### src/rtl/router_modport.sv
// 1x3 byte-serial packet router with parity check and three 16-deep output FIFOs.
// Optional per-port read timeout flush enabled by defining ROUTER_SOFT_RESET_EN.
module router_modport #(
  parameter int FIFO_DEPTH = 16
) (
  input  logic       clk,
  input  logic       resetn,
  input  logic       pkt_valid,
  input  logic [7:0] data_in,
  output logic       busy,
  output logic       error,
  input  logic       read_enb_0,
  input  logic       read_enb_1,
  input  logic       read_enb_2,
  output logic       valid_out_0,
  output logic       valid_out_1,
  output logic       valid_out_2,
  output logic [7:0] data_out_0,
  output logic [7:0] data_out_1,
  output logic [7:0] data_out_2,
  output logic [2:0] o_fsm_state
);

  localparam int AW = $clog2(FIFO_DEPTH);
  localparam int CW = AW + 1;

  typedef enum logic [2:0] {
    S_IDLE   = 3'd0,
    S_LOAD   = 3'd1,
    S_PARITY = 3'd2,
    S_FULL   = 3'd3,
    S_DROP   = 3'd4
  } state_t;

  state_t          r_state;
  state_t          r_ret;
  logic [1:0]      r_addr;
  logic [5:0]      r_len;
  logic [7:0]      r_parity;
  logic            r_error;

  logic [CW-1:0]   r_cnt [3];
  logic [AW-1:0]   r_wp  [3];
  logic [AW-1:0]   r_rp  [3];
  logic [7:0]      r_mem [3][FIFO_DEPTH];
  logic [7:0]      r_dout[3];

  logic [2:0]      w_rd;
  logic [2:0]      w_wr;
  logic [2:0]      w_pop;
  logic [2:0]      w_full;
  logic [2:0]      w_full_nxt;
  logic [2:0]      w_flush;
  logic [CW-1:0]   w_cnt_nxt [3];
  logic [1:0]      w_hdr_addr;
  logic [1:0]      w_tgt;
  logic            w_busy;
  logic            w_xfer;
  logic            w_wr_any;
  logic            w_tgt_flush;
  state_t          w_nxt;

  assign w_rd = {read_enb_2, read_enb_1, read_enb_0};

  always_comb begin
    w_hdr_addr = data_in[1:0];
    for (int n = 0; n < 3; n++) begin
      w_full[n] = (r_cnt[n] == CW'(FIFO_DEPTH));
    end
    // Address 3 is dropped, so it never stalls the source.
    w_busy   = (r_state == S_FULL) ||
               ((r_state == S_IDLE) && (w_hdr_addr != 2'd3) && w_full[w_hdr_addr]);
    w_xfer   = pkt_valid && !w_busy;
    w_tgt    = (r_state == S_IDLE) ? w_hdr_addr : r_addr;
    w_wr_any = w_xfer && (((r_state == S_IDLE) && (w_hdr_addr != 2'd3)) ||
                          (r_state == S_LOAD) || (r_state == S_PARITY));
    for (int n = 0; n < 3; n++) begin
      w_wr[n]       = w_wr_any && (w_tgt == 2'(n));
      w_pop[n]      = w_rd[n] && (r_cnt[n] != '0);
      w_cnt_nxt[n]  = r_cnt[n] + CW'(w_wr[n]) - CW'(w_pop[n]);
      w_full_nxt[n] = (w_cnt_nxt[n] == CW'(FIFO_DEPTH));
    end
    w_tgt_flush = w_flush[r_addr] &&
                  ((r_state == S_LOAD) || (r_state == S_PARITY) || (r_state == S_FULL));
  end

  always_comb begin
    w_nxt = r_state;
    unique case (r_state)
      S_IDLE:   if (w_xfer) begin
                  if (w_hdr_addr == 2'd3)         w_nxt = S_DROP;
                  else if (data_in[7:2] == 6'd0)  w_nxt = S_PARITY;
                  else                            w_nxt = S_LOAD;
                end
      S_LOAD:   if (w_xfer && (r_len == 6'd1)) w_nxt = S_PARITY;
      S_PARITY: if (w_xfer) w_nxt = S_IDLE;
      S_FULL:   if (!w_full[r_addr]) w_nxt = r_ret;
      S_DROP:   if (w_xfer && (r_len == 6'd0)) w_nxt = S_IDLE;
      default:  w_nxt = S_IDLE;
    endcase
  end

  always_ff @(posedge clk or negedge resetn) begin
    if (!resetn) begin
      r_state  <= S_IDLE;
      r_ret    <= S_IDLE;
      r_addr   <= 2'd0;
      r_len    <= 6'd0;
      r_parity <= 8'h00;
      r_error  <= 1'b0;
    end else begin
      if (w_tgt_flush) begin
        r_state <= S_IDLE;
      end else if (((w_nxt == S_LOAD) || (w_nxt == S_PARITY)) && (r_state != S_FULL) &&
                   w_full_nxt[w_tgt]) begin
        // Park before the next byte can arrive so no write ever hits a full FIFO.
        r_state <= S_FULL;
        r_ret   <= w_nxt;
      end else begin
        r_state <= w_nxt;
      end
      if (w_xfer) begin
        unique case (r_state)
          S_IDLE: begin
            r_addr   <= w_hdr_addr;
            r_len    <= data_in[7:2];
            r_parity <= data_in;
          end
          S_LOAD: begin
            r_len    <= r_len - 6'd1;
            r_parity <= r_parity ^ data_in;
          end
          S_PARITY: r_error <= (data_in != r_parity);
          S_DROP:   r_len   <= r_len - 6'd1;
          default:  ;
        endcase
      end
    end
  end

  always_ff @(posedge clk or negedge resetn) begin
    if (!resetn) begin
      for (int n = 0; n < 3; n++) begin
        r_cnt[n]  <= '0;
        r_wp[n]   <= '0;
        r_rp[n]   <= '0;
        r_dout[n] <= 8'h00;
      end
    end else begin
      for (int n = 0; n < 3; n++) begin
        if (w_flush[n]) begin
          r_cnt[n] <= '0;
          r_wp[n]  <= '0;
          r_rp[n]  <= '0;
        end else begin
          if (w_wr[n]) r_wp[n] <= r_wp[n] + AW'(1);
          if (w_pop[n]) begin
            r_rp[n]   <= r_rp[n] + AW'(1);
            r_dout[n] <= r_mem[n][r_rp[n]];
          end
          r_cnt[n] <= w_cnt_nxt[n];
        end
      end
    end
  end

  always_ff @(posedge clk) begin
    for (int n = 0; n < 3; n++) begin
      if (w_wr[n]) r_mem[n][r_wp[n]] <= data_in;
    end
  end

`ifdef ROUTER_SOFT_RESET_EN
  logic [4:0] r_timer [3];

  // Counts cycles a port holds data that nobody reads; flushes at 30.
  always_ff @(posedge clk or negedge resetn) begin
    if (!resetn) begin
      for (int n = 0; n < 3; n++) r_timer[n] <= 5'd0;
    end else begin
      for (int n = 0; n < 3; n++) begin
        if (r_timer[n] == 5'd30)                    r_timer[n] <= 5'd0;
        else if ((r_cnt[n] != '0) && !w_rd[n])      r_timer[n] <= r_timer[n] + 5'd1;
        else                                        r_timer[n] <= 5'd0;
      end
    end
  end

  always_comb begin
    for (int n = 0; n < 3; n++) w_flush[n] = (r_timer[n] == 5'd30);
  end
`else
  assign w_flush = 3'b000;
`endif

  assign busy        = w_busy;
  assign error       = r_error;
  assign valid_out_0 = (r_cnt[0] != '0);
  assign valid_out_1 = (r_cnt[1] != '0);
  assign valid_out_2 = (r_cnt[2] != '0);
  assign data_out_0  = r_dout[0];
  assign data_out_1  = r_dout[1];
  assign data_out_2  = r_dout[2];
  assign o_fsm_state = r_state;

endmodule

### config.mk
export PLATFORM = sky130hd
export DESIGN_NAME = router_modport
export DESIGN_NICKNAME = d
export VERILOG_FILES = /design/src/rtl/router_modport.sv
export SDC_FILE = /design/constraint.sdc
export NUM_CORES = 1
export LEC_CHECK = 0
export ABC_CLOCK_PERIOD_IN_PS = 7300
export BUFFER_PORTS_ARGS = -buffer_cell sky130_fd_sc_hd__buf_2
export CAP_MARGIN = 25
export CORE_MARGIN = 5
export CORE_UTILIZATION = 55
export CTS_BUF_LIST = sky130_fd_sc_hd__clkbuf_4
export DETAILED_ROUTE_END_ITERATION = 16
export GPL_TIMING_DRIVEN = 0
export MAX_ROUTING_LAYER = met4
export PLACE_DENSITY = 0.71
export SLEW_MARGIN = 20
export SYNTH_ARGS = -nofsm -noshare
export SYNTH_HDL_FRONTEND = slang
export SYNTH_SLANG_ARGS = --single-unit
### constraint.sdc
create_clock -name clk -period 7.3 [get_ports clk]
set_clock_uncertainty 0.2 [all_clocks]
set_input_delay 1.46 -clock clk [delete_from_list [all_inputs] [get_ports clk]]
set_output_delay 1.46 -clock clk [all_outputs]
set_load 0.02 [all_outputs]
==> summary.md <==
| Metric | Value |
|---|---|
| Static Leak | 7.78 nW |
| Top FF cell, synth | edfxtp_1 |
| Commonest cells in the netlist | 384 x edfxtp_1, 120 x mux4_2, 86 x dfrtp_1 |
| Netlist Area Pre-Place | 19500 um2 |
| Hold WS | 266 ps |
| CTS Hold Bufs | 0 |
| Global-route wire length before repair | 61.1 mm |
| Hold Startpoint | data_out_0[3]$_DFFE_PN0P_ |
| Num CTS Buffers | 113 |
| Crit Reg-Reg Endpoint | r_ret[0]$_DFFE_PN0P_ |
| Worst vdd ir | 0.000212 V |
| Setup TNS | 0 ps |
| Yosys top cell by area | edfxtp_1 |
| Initial DRC count | 625 |
| GR Overflow Total | 0 |
| Post-synthesis register bit count | 470 |
| Clk_lat worst skew | 770 ps |
| WP buf/inv | 6 |
| RSZ-0062 raised after global routing | false |
| WL final | 39.1 mm |
| Crit path required time | 7740 ps |
| PwrDens | 380 nW/um2 |
| Routed Antenna Nets | 0 |
| Dominant cells by area after synthesis | edfxtp_1 59%, mux4_2 14%, dfrtp_1 11% |
| Critical path fanouts, max | 50 |
| GP Congestion | 0.799 |
| Critical Path AT | 6010 ps |
| Max stage delay cell, worst path | buf_2 |
| Layout Nets | 1281 |
| Crit path max-delay family | buffers and inverters |
| CP startpoint kind | input pin |
| CP Cell Sequence | buf_2, buf_2, nor2b_1, a22oi_1, a21boi_2, buf_6, and3_1, buf_6, inv_1, ha_1, inv_1, ha_1, fa_1, xor2_1, a2111oi_0, nand4b_1, o211ai_2, nand3_1, a22o_1 |
| Num ports | 46 |
| Final setup violation count | 0 |
| Slew Limit Fails | 0 |
| Initial Util | 55.3% |
| Status | complete, no violations |
| Wire per inst | 21.9 um |
| R2r setup slk | 2560 ps |
| Relative slew margins | 31.3% |
| Cell count of the worst hold path | 2 |
| CTS H-tree lvls | 3 |
| Vias | 10123 |
| Initial antenna violation count | 1 |
| Post-synth cell types | 68 |
| Syn nets | 1113 |
| Largest stage delay, worst path | 750 ps |
| Tcrit/Tclk final | 76.3% |
| Worst Max-Slew Pin Slew | 1030 ps |
| CP Class | input pin to register |
| Synth async-reset ratio | 18.3% |
| Min-Delay Endpoint | data_out_0[3]$_DFFE_PN0P_ |
| # resized after CTS | 0 |
| Peak Freq | 180 MHz |
| Die Area | 39400 um2 |
| Fin crit period | 5570 ps |
| Worst setup path start | data_in[0] |
| R2r worst-path depth | 18 |
| Largest net degree at the start of global routing | 62 |
| Synth warn | 0 |
| Vias in the first global route | 10746 |
| Drt pass-1 iters | 5 |
| Clk root buf | clkbuf_4 |
| Most frequent cell after synthesis | edfxtp_1 |
| Sequential share of the synthesized area | 70.1% |
| Max_cap viols | 0 |
| Fin. Hold Viols | 0 |
| Chip height | 198 um |
| Die W | 198 um |
| R2R Path Start | r_cnt[8]$_DFF_PN0_ |
| Share of post-route cells with drive strength above 1 | 32.6% |
| Setup crit end kind | register |
| Share of the synthesized area in the top cell type | 59.1% |
| Tot GR Track Use | 21.4% |
| Syn Area/Cell | 18.4 um2 |
| Clock sink count | 470 |
| CTS clock-pin slew for the worst setup and hold paths | 70 ps |
| Input/output buffers | 45 |
| Via density per instance | 5.67 |
| Dpl hpwl | 24.4 mm |
| Post-synth EDFFs | 384 |
| CTS tree | built |
| Area grow syn2layout | 12.6% |
| Mapped Cells | 1061 |
| Hold crit path type | register to register |
| DRC errors left | 0 |
| CORE AREA | 35300 um2 |
| Placement Rows | 69 |
| Clock buffer depth | 3 |
| Setup bufs post-CTS | 0 |
[layout by cell type (no fill, tap or decap), drive strengths merged, types with 4 or more instances in the layout]
| master | count |
|---|---|
| o21ai | 12 |
| nand4 | 9 |
| xor2 | 11 |
| mux4 | 120 |
| xnor2 | 29 |
| nand2 | 54 |
| buf | 77 |
| mux2 | 20 |
| inv | 45 |
| a21oi | 22 |
| nand3 | 12 |
| a21o | 5 |
| ha | 35 |
| nand4b | 4 |
| clkinv | 33 |
| o22ai | 7 |
| nand2b | 10 |
| clkbuf | 195 |
| and2 | 22 |
| a31oi | 5 |
| nor2 | 48 |
| edfxtp | 384 |
| nor3b | 6 |
| dfrtp | 86 |
| nor3 | 21 |
[where the power goes]
group	switching (mW)	total (mW)	internal [mW]
clock	0.991	2.09	1.10
combinational	1.52	2.85	1.33
sequential	0.200	3.41	3.21
[state kept, by name, summed over array words and instances (netlist names), 8 cells and up]
name,flops
data_out_0,8
data_out_1,8
data_out_2,8
r_cnt,15
r_mem,384
r_parity,8
r_rp,12
r_wp,12
[metrics by stage]
step	cells	worst slack [ps]	utilization [%]	area, um2	total power, mW
global route	1784	1470	62.3	22000	8.86
floorplan	1061	2330	-	19500	5.55
finish	1784	1730	62.3	22000	8.35
CTS	1778	1800	62.0	21900	8.45
detailed placement	1571	970	57.9	20400	6.34
global placement	1567	1060	57.6	20300	6.25
[kinds of logic after synthesis]
| kind of cell | after synthesis | share of synthesized area (%) |
|---|---|---|
| fa+ha+maj | 38 | 2.55 |
| simple gates | 210 | 5.92 |
| mux | 143 | 15.2 |
| compound gates | 68 | 2.38 |
| xor+xnor | 40 | 1.79 |
| flops | 470 | 70.1 |
| buf+inv | 92 | 2.11 |
[final cells by class]
type | instances | area, um2
well taps | 461 | 577
clock buffers | 171 | 1280
plain buffers | 48 | 246
repair buffers | 53 | 367
clock inverters | 36 | 173
flip-flops and latches | 470 | 13700
fillers | 2546 | 13300
diodes | 2 | 5.00
inverters | 44 | 165
multi-input cells | 499 | 5490
[routing by layer]
| metal | track usage [%] | routed length [um] | up-vias |
|---|---|---|---|
| met4 | 7.22 | 818 | 0 |
| met2 | 33.9 | 19900 | 271 |
| met3 | 3.95 | 1920 | 51 |
| li1 | - | - | 4568 |
| met1 | 28.5 | 16500 | 5233 |
| met5 | - | 0 | - |
[worst register-to-register path: stages, from the launching register on]
cell and delay (ps):
dfrtp_1 360, inv_1 70, ha_1 180, nor3b_1 150, nand2b_1 190, and2_0 560, clkbuf_1 680, ha_1 370
inv_1 60, ha_1 160, inv_1 60, fa_1 380, nand2b_1 160, a21oi_1 170, xnor2_1 160, nand3_1 110
o211ai_2 270, nand3_1 140, a22o_1 200
[worst max path at each step]
| stage | slack, ps | depth (start not counted) | to |
|---|---|---|---|
| global placement | 1060 | 19 | r_ret[0]$_DFFE_PN0P_ |
| CTS | 1800 | 19 | r_ret[0]$_DFFE_PN0P_ |
| detailed placement | 970 | 19 | r_ret[0]$_DFFE_PN0P_ |
| floorplan | 2330 | 18 | r_ret[0]$_DFFE_PN0P_ |
| global route | 1470 | 19 | r_ret[0]$_DFFE_PN0P_ |
| finish | 1730 | 19 | r_ret[0]$_DFFE_PN0P_ |
(Power assumes the default switching activity.)
